**config.mk**
```make
export PLATFORM = sky130hd
export DESIGN_NAME = capture_ctrl
export DESIGN_NICKNAME = d
export VERILOG_FILES = /design/src/rtl/capture_ctrl.sv
export SDC_FILE = /design/constraint.sdc
export NUM_CORES = 1
export LEC_CHECK = 0
export CORE_MARGIN = 2
export CORE_UTILIZATION = 56
export CTS_CLUSTER_SIZE = 30
export DETAILED_ROUTE_END_ITERATION = 8
export PLACE_DENSITY = 0.85
export SLEW_MARGIN = 20
export SYNTH_ARGS = -nofsm -noshare
export SYNTH_HDL_FRONTEND = slang
export SYNTH_SLANG_ARGS = --single-unit
```
**constraint.sdc**
```tcl
create_clock -name osc_clk -period 4.7 [get_ports osc_clk]
set_input_delay 1.41 -clock osc_clk [delete_from_list [all_inputs] [get_ports osc_clk]]
set_output_delay 1.41 -clock osc_clk [all_outputs]
set_load 0.005 [all_outputs]
```
**src/rtl/capture_ctrl.sv**
```systemverilog
`default_nettype none
// ============================================================================
// Module      : capture_ctrl
// Description : Single-shot scope acquisition sequencer. It pre-fills a circular
//               sample RAM, waits for a trigger, captures the post-trigger
//               samples, then freezes the buffer for the Pi to read.
// Revision    : 1.0 - initial release
// ============================================================================
module capture_ctrl #(
    parameter int DEPTH        = 25000,
    parameter int ADDR_W       = 15,
    parameter int PRE          = 1024,
    parameter int AUTO_TIMEOUT = 20000
) (
    input  logic              osc_clk,
    input  logic              reset,
    input  logic              sample_valid,
    input  logic [7:0]        sample_data,
    input  logic [7:0]        trig_level,
    input  logic              trig_slope,
    input  logic              auto_mode,
    input  logic              pi_done,
    output logic              mem_we,
    output logic [ADDR_W-1:0] mem_waddr,
    output logic [7:0]        mem_wdata,
    output logic [ADDR_W-1:0] start_addr,
    output logic              pi_signal_flag,
    output logic              busy
);

    localparam int c_cnt_max = (DEPTH > AUTO_TIMEOUT) ? DEPTH : AUTO_TIMEOUT;
    localparam int c_cnt_w   = $clog2(c_cnt_max + 1);

    localparam logic [c_cnt_w-1:0] c_pre_last  = c_cnt_w'(PRE - 1);
    localparam logic [c_cnt_w-1:0] c_auto_last = c_cnt_w'(AUTO_TIMEOUT - 1);
    localparam logic [c_cnt_w-1:0] c_post_len  = c_cnt_w'(DEPTH - PRE);
    localparam logic [ADDR_W-1:0]  c_addr_last = ADDR_W'(DEPTH - 1);
    localparam logic [ADDR_W-1:0]  c_pre_a     = ADDR_W'(PRE);
    localparam logic [ADDR_W-1:0]  c_wrap_a    = ADDR_W'(DEPTH - PRE);

    typedef enum logic [1:0] {
        PREFILL   = 2'd0,
        WAIT_TRIG = 2'd1,
        POST      = 2'd2,
        READY     = 2'd3
    } state_t;

    state_t              r_state;
    logic [c_cnt_w-1:0]  r_cnt;
    logic [ADDR_W-1:0]   r_waddr;
    logic [ADDR_W-1:0]   r_trig_addr;
    logic [7:0]          r_prev;
    logic                r_done_s1;
    logic                r_done_s2;
    logic                r_done_d;

    logic                w_rise;
    logic                w_fall;
    logic                w_hit;
    logic                w_auto;
    logic                w_post_done;
    logic                w_write;
    logic                w_done_rise;
    logic [ADDR_W-1:0]   w_next_waddr;

    assign w_rise       = (r_prev < trig_level) && (sample_data >= trig_level);
    assign w_fall       = (r_prev > trig_level) && (sample_data <= trig_level);
    assign w_hit        = trig_slope ? w_fall : w_rise;
    assign w_auto       = auto_mode && (r_cnt == c_auto_last);
    assign w_post_done  = (r_state == POST) && (r_cnt == c_post_len);
    // The sample arriving on the POST->READY cycle is dropped, never written.
    assign w_write      = sample_valid && (r_state != READY) && !w_post_done;
    assign w_done_rise  = r_done_s2 && !r_done_d;
    assign w_next_waddr = (r_waddr == c_addr_last) ? '0 : r_waddr + ADDR_W'(1);

    always_ff @(posedge osc_clk or posedge reset) begin
        if (reset) begin
            r_state        <= PREFILL;
            r_cnt          <= '0;
            r_waddr        <= '0;
            r_trig_addr    <= '0;
            r_prev         <= '0;
            r_done_s1      <= 1'b0;
            r_done_s2      <= 1'b0;
            r_done_d       <= 1'b0;
            mem_we         <= 1'b0;
            mem_waddr      <= '0;
            mem_wdata      <= '0;
            start_addr     <= '0;
            pi_signal_flag <= 1'b0;
            busy           <= 1'b0;
        end else begin
            r_done_s1 <= pi_done;
            r_done_s2 <= r_done_s1;
            r_done_d  <= r_done_s2;

            mem_we <= w_write;
            if (w_write) begin
                mem_waddr <= r_waddr;
                mem_wdata <= sample_data;
                r_prev    <= sample_data;
                r_waddr   <= w_next_waddr;
            end

            case (r_state)
                PREFILL: begin
                    busy <= 1'b1;
                    if (sample_valid) begin
                        if (r_cnt == c_pre_last) begin
                            r_cnt   <= '0;
                            r_state <= WAIT_TRIG;
                        end else begin
                            r_cnt <= r_cnt + c_cnt_w'(1);
                        end
                    end
                end
                WAIT_TRIG: begin
                    busy <= 1'b1;
                    if (sample_valid) begin
                        if (w_hit || w_auto) begin
                            r_trig_addr <= r_waddr;
                            r_cnt       <= c_cnt_w'(1);
                            r_state     <= POST;
                        end else begin
                            r_cnt <= r_cnt + c_cnt_w'(1);
                        end
                    end
                end
                POST: begin
                    if (w_post_done) begin
                        busy           <= 1'b0;
                        pi_signal_flag <= 1'b1;
                        // Oldest kept sample sits PRE slots behind the trigger, modulo DEPTH.
                        start_addr     <= (r_trig_addr >= c_pre_a) ? r_trig_addr - c_pre_a
                                                                   : r_trig_addr + c_wrap_a;
                        r_state        <= READY;
                    end else begin
                        busy <= 1'b1;
                        if (sample_valid) begin
                            r_cnt <= r_cnt + c_cnt_w'(1);
                        end
                    end
                end
                READY: begin
                    if (w_done_rise) begin
                        pi_signal_flag <= 1'b0;
                        busy           <= 1'b1;
                        r_cnt          <= '0;
                        r_waddr        <= '0;
                        r_prev         <= '0;
                        r_state        <= PREFILL;
                    end
                end
                default: r_state <= PREFILL;
            endcase
        end
    end

endmodule
`default_nettype wire

```
Yosys cells after proc, flatten, opt, wreduce, memory -nomap -nowiden
Index checks and enable logic that the tools add are counted.
- logic and storage cells: 87
- bits in registers: 99
- output and inout port bits: 41
- eq/ne operators: 16
- reduce and logical (&&, ||, !) cells: 18
- $lt $le $gt $ge: 5
- add/sub/neg operators: 4
- multiplexer cells: 30
- operators with widths (operator ; count):
    $mux 15 ; 12
    $pmux 15 s4 ; 1
    $eq 15x15->1 const B ; 3
    $add 15x1->15 const B ; 2
    $mux 8 ; 3
    $ne 2x2->1 const B ; 9
    $add 15x15->15 const B ; 1
    $eq 15x10->1 const B ; 1
    $ge 15x11->1 const B ; 1
    $sub 15x11->15 const B ; 1
    $mux 2 ; 6
    $ge 8x8->1 ; 1
    $gt 8x8->1 ; 1
    $le 8x8->1 ; 1
    $lt 8x8->1 ; 1
    $pmux 2 s4 ; 1
    $logic_and 1x1->1 ; 7
    $reduce_and 3->1 ; 2
    $reduce_and 6->1 ; 1
    $mux 1 ; 5
    $reduce_and 5->1 ; 1
    $eq 2x2->1 const B ; 2
    $pmux 1 s3 ; 1
    $eq 2x1->1 const B ; 1
    7 further kinds ; 8

Longest topological paths before layout
- word-level depth: 7
- gate-level depth with buffers: 11

Worst setup path after synthesis
OpenSTA, ideal clock, no wires.
- path type: input to register
- start point: in trig_level[1]
- end point: reg r_trig_addr[0]
- setup slack: 1.243 ns
- library setup time: 0.125 ns
- data arrival time: 3.333 ns
- stages: 10
- buffers on the path: 1
- cell sequence: inv_1 > ha_1 > nor2b_1 > o211ai_1 > a21o_1 > a211oi_1 > a31oi_1 > a21oi_2 > buf_4 > mux2_2
- word-level cells in the longest chain between the ends: 5
- ends and longest elaborated chain (what ; RTL line ; source):
    start, declared ; 19 ; input logic [7:0] trig_level,
    $lt 8x8->1 (tied with other cells) ; 66 ; assign w_rise = (r_prev < trig_level) && (sample_data >= trig_level);
    $logic_and 1x1->1, on equally long branches ; 66, 67 ;
    $mux 1 (*) ; 68 ; assign w_hit = trig_slope ? w_fall : w_rise;
    $logic_or 1x1->1 (*) ; 120 ; if (w_hit || w_auto) begin
    $reduce_and 3->1 (no line) (*) ; - ;
    end signal, assigned ; 121 ; r_trig_addr <= r_waddr;
    end, declared ; 51 ; logic [ADDR_W-1:0] r_trig_addr;
Every way passes the cells marked *; elsewhere a longest branch is shown, timed or not.
A chain may end at the register's enable or synchronous reset.

Worst setup path after layout
- start point: in trig_level[7]
- end point: reg r_trig_addr[0]
Same word-level chain as after synthesis.

==> results.md <==
- Yosys warning count: 0
- Comb pwr share: 32.1%
- Cts bufs inserted: 9
- Area delta synth->final: 18.88%
- ANT cells: 0
- Period minus WS final: 3.717 ns
- Final clock period utilization by the worst path: 79.08%
- Number of antenna violations at the first check in global routing: 0
- Leading cell types by total area after synthesis: sky130_fd_sc_hd__dfrtp_1 48%, sky130_fd_sc_hd__nand2_1 8.4%, sky130_fd_sc_hd__ha_1 6.6%, sky130_fd_sc_hd__mux2_2 3.3%, sky130_fd_sc_hd__xnor2_1 3.2%
- Critical Path, Cell by Cell: clkdlybuf4s50_1 > inv_1 > ha_1 > nand4_1 > nor2_1 > nor2_1 > a211oi_1 > a31oi_1 > a21oi_2 > buf_4 > mux2_2
- Worst ir drop on vdd: 0.2673 mV
- Largest net degree at the start of global routing: 60
- First-pass GRT wire length: 19.04 mm
- Crit-path leading delay family: buffers and inverters
- Clock tree from TritonCTS: built
- Number of maximum-capacitance constraint violations: 0
- Final-layout worst hold slack: 0.3589 ns
- Library cell with the largest summed area after synthesis: sky130_fd_sc_hd__dfrtp_1
- Count of vias placed by the detailed router: 3970
- Nets: 637
- Buffers inserted by post-CTS timing repair: 0
- # clock sinks: 99
- Internal power consumption: 1.731 mW
- Number of max-slew violations in the final report: 0
- Endpoints failing setup: 0
- Count of mapped cells out of synthesis: 525
- Vias per cell: 5.663
- Routability congestion estimate: 0.8609
- Sum of negative setup slack: 0 ns
- Slowest stage cell on the critical path: sky130_fd_sc_hd__clkdlybuf4s50_1
- Total count of hold-check failures in the final report: 0
- Fraction of the yosys area taken by sequential cells: 48.36%
- Switch Pwr: 0.8973 mW
- Dominant register cell in the synthesized netlist: sky130_fd_sc_hd__dfrtp_1
- Number of placed cells counting well taps: 685
- Switching power as a share of total power: 34.14%
- Worst reg2reg startpoint: r_cnt[0]$_DFFE_PP0P_
- Number of H-tree branching levels: 3
- Initial DRT Pass Iterations: 4
- Number of standard cells in the layout, taps in and fillers out: 701
- Detailed Place HPWL: 7.817 mm
- Number of synthesized register bits: 99
- Via count of the first global-routing pass: 4106
- Status: completed
- Max-Slew Margin vs Limit: 44.33%
- Chip Width: 99.64 µm
- Critical path class: input pin to flip-flop
- Post-synthesis async set-or-reset flop share: 100.0%
- Die height: 99.64 µm
- Timing startpoint of the critical path: trig_level[7]
- Fraction of layout instances using a drive strength above 1: 10.79%
- Power per Cell Area: 431.6 nW/µm²
- Arr. time, crit path: 3.97 ns
- Number of flops mapped to enable cells by yosys: 0
- Area of the die: 9928 µm²
- Number of design-rule violations left by the first detailed-router iteration: 161
- Post-synth top cells: 114 x sky130_fd_sc_hd__nand2_1, 99 x sky130_fd_sc_hd__dfrtp_1, 33 x sky130_fd_sc_hd__nor2_1
- Buffering stage count on the worst path with inverters included: 3
- Detailed Route WL: 10.77 mm
- Post-detailed-route count of antenna-violating nets: 0
- Unrepaired setup endpoints after global routing: no
- Maximum clock path buffer count: 2
- Routed wire length per instance: 15.36 µm
- Largest driver fanout on the critical path: 15
- Sum of overflow across all layers after global routing: 0
- Clk root buf: sky130_fd_sc_hd__clkbuf_8
- Actual slew at the worst max-slew pin: 0.8331 ns
- Nature of the critical path endpoint: flip-flop
- Cell area after layout: 6090 µm²
- Total DRC errors in the routed layout: 0
- Library cells used by synthesis: 64
- Initial cell density of the core: 58.17%
- Floorplan row count: 34
- Hold Path Origin: r_done_s1$_DFF_PP0_
- Instance area at placement: 5846 µm²
- CTS resizes: 0
- Delay of the slowest cell on the worst path: 0.45 ns
- Port buffer count: 62
- Number of nets produced by synthesis: 574
- F_max: 269.1 MHz
- Kind of launch point of the worst setup path: input pin
- Critical path's most frequent cell: sky130_fd_sc_hd__nor2_1
- Average instance area after synthesis: 9.757 µm²
- Class of the most critical hold timing path: flip-flop to flip-flop
- Most instantiated library cell after synthesis: sky130_fd_sc_hd__nand2_1
- Area of the mapped netlist: 5122 µm²
- Data required, critical path: 4.95 ns
- Placeable core region: 8806 µm²
- Proportion of power drawn by the clock network: 25.4%
- Register clock-pin slew on the reported worst setup and hold paths: 0.09 ns
- I/O pins: 63
- Global-route total usage across every layer: 23.81%
- Layout Skew: 0.01445 ns
- Insertion delay of the later-clocked pin in the worst-skew pair: 0.37 ns
- Proportion of netlist area held by the largest area contributor: 48.36%
- Sequential share of power: 42.5%
- Total of hold buffers inserted after clock tree synthesis: 0
- Leakage power: 2.838 nW
cell type report:
cell class	instances	area [µm²]
Fill cell	687	2716
Clock buffer	10	127.6
Multi-Input combinational cell	382	2456
Inverter	27	103.9
Timing Repair Buffer	69	673.1
Clock inverter	6	116.4
Tap cell	108	135.1
Sequential cell	99	2477
sequential cells by signal, indices dropped and copies added (netlist names), 2 cells and up:
signal	cells
r_cnt	15
start_addr	15
mem_wdata	8
mem_waddr	15
r_trig_addr	15
r_waddr	15
r_prev	8
r_state	2
path summary, 6_finish.rpt:
| kind | end | slack [ns] | depth (start not counted) |
|---|---|---|---|
| min in group asynchronous | r_trig_addr[10]$_DFFE_PP0P_ | 1.50 | 2 |
| worst min-delay path | r_done_s2$_DFF_PP0_ | 0.36 | 0 |
| worst max-delay path | r_trig_addr[0]$_DFFE_PP0P_ | 0.98 | 11 |
| max in group asynchronous | r_prev[4]$_DFF_PP0_ | 2.45 | 3 |
| worst max register to register | r_waddr[11]$_DFF_PP0_ | 1.39 | 12 |
| worst min register to register | r_done_s2$_DFF_PP0_ | 0.36 | 0 |
metrics by stage:
stage          setup WS, ns  util (%)  total power [mW]
2_1_floorplan        0.6996         -             1.695
3_3_place_gp         0.7552     66.38             1.939
3_5_place_dp         0.6014     66.38             1.969
4_1_cts              0.9990     69.15             2.641
5_1_grt              0.7631     69.15             2.816
6_report             0.9835     69.15             2.628
logic make-up after synthesis:
family / synth area share [%]
muxes: 4.592
adders and majority gates: 6.595
buffers and inverters: 3.688
DFF: 48.36
xor gates and xnor gates: 5.300
AOI/OAI and AO/OA: 9.087
and+or+nand+nor: 22.37
layer usage:
layer	vias up	GRT usage (%)	share of wire [%]
met4	0	9.694	1.8
met5	-	0	0
li1	1911	-	-
met1	1943	30.13	44
met2	99	41.22	51
met3	17	3.373	3.7
cells in the final DEF (no fill, tap or decap), types with 5 or more instances in the layout:
cell type	count
sky130_fd_sc_hd__mux2_2	15
sky130_fd_sc_hd__nand2_1	114
sky130_fd_sc_hd__nor3_1	10
sky130_fd_sc_hd__clkdlybuf4s50_1	62
sky130_fd_sc_hd__mux2_1	5
sky130_fd_sc_hd__dfrtp_1	99
sky130_fd_sc_hd__inv_1	24
sky130_fd_sc_hd__xnor2_1	19
sky130_fd_sc_hd__a21oi_1	25
sky130_fd_sc_hd__nor2_1	33
sky130_fd_sc_hd__nor2b_1	5
sky130_fd_sc_hd__buf_4	7
sky130_fd_sc_hd__nand3_1	12
sky130_fd_sc_hd__and3_1	6
sky130_fd_sc_hd__o21ai_0	18
sky130_fd_sc_hd__clkbuf_8	9
sky130_fd_sc_hd__nor2_2	8
sky130_fd_sc_hd__nand4_1	14
sky130_fd_sc_hd__ha_1	27
sky130_fd_sc_hd__xor2_1	12
power groups by stage:
stage	Combinational (mW)	Clock (mW)	Sequential, mW
floorplan	0.596	0	1.10
global placement	0.816	0	1.12
finish	0.844	0.668	1.12
CTS	0.848	0.678	1.11
global route	0.962	0.717	1.14
detailed placement	0.840	0	1.13
Note: power is estimated with default switching activity, not from simulation.
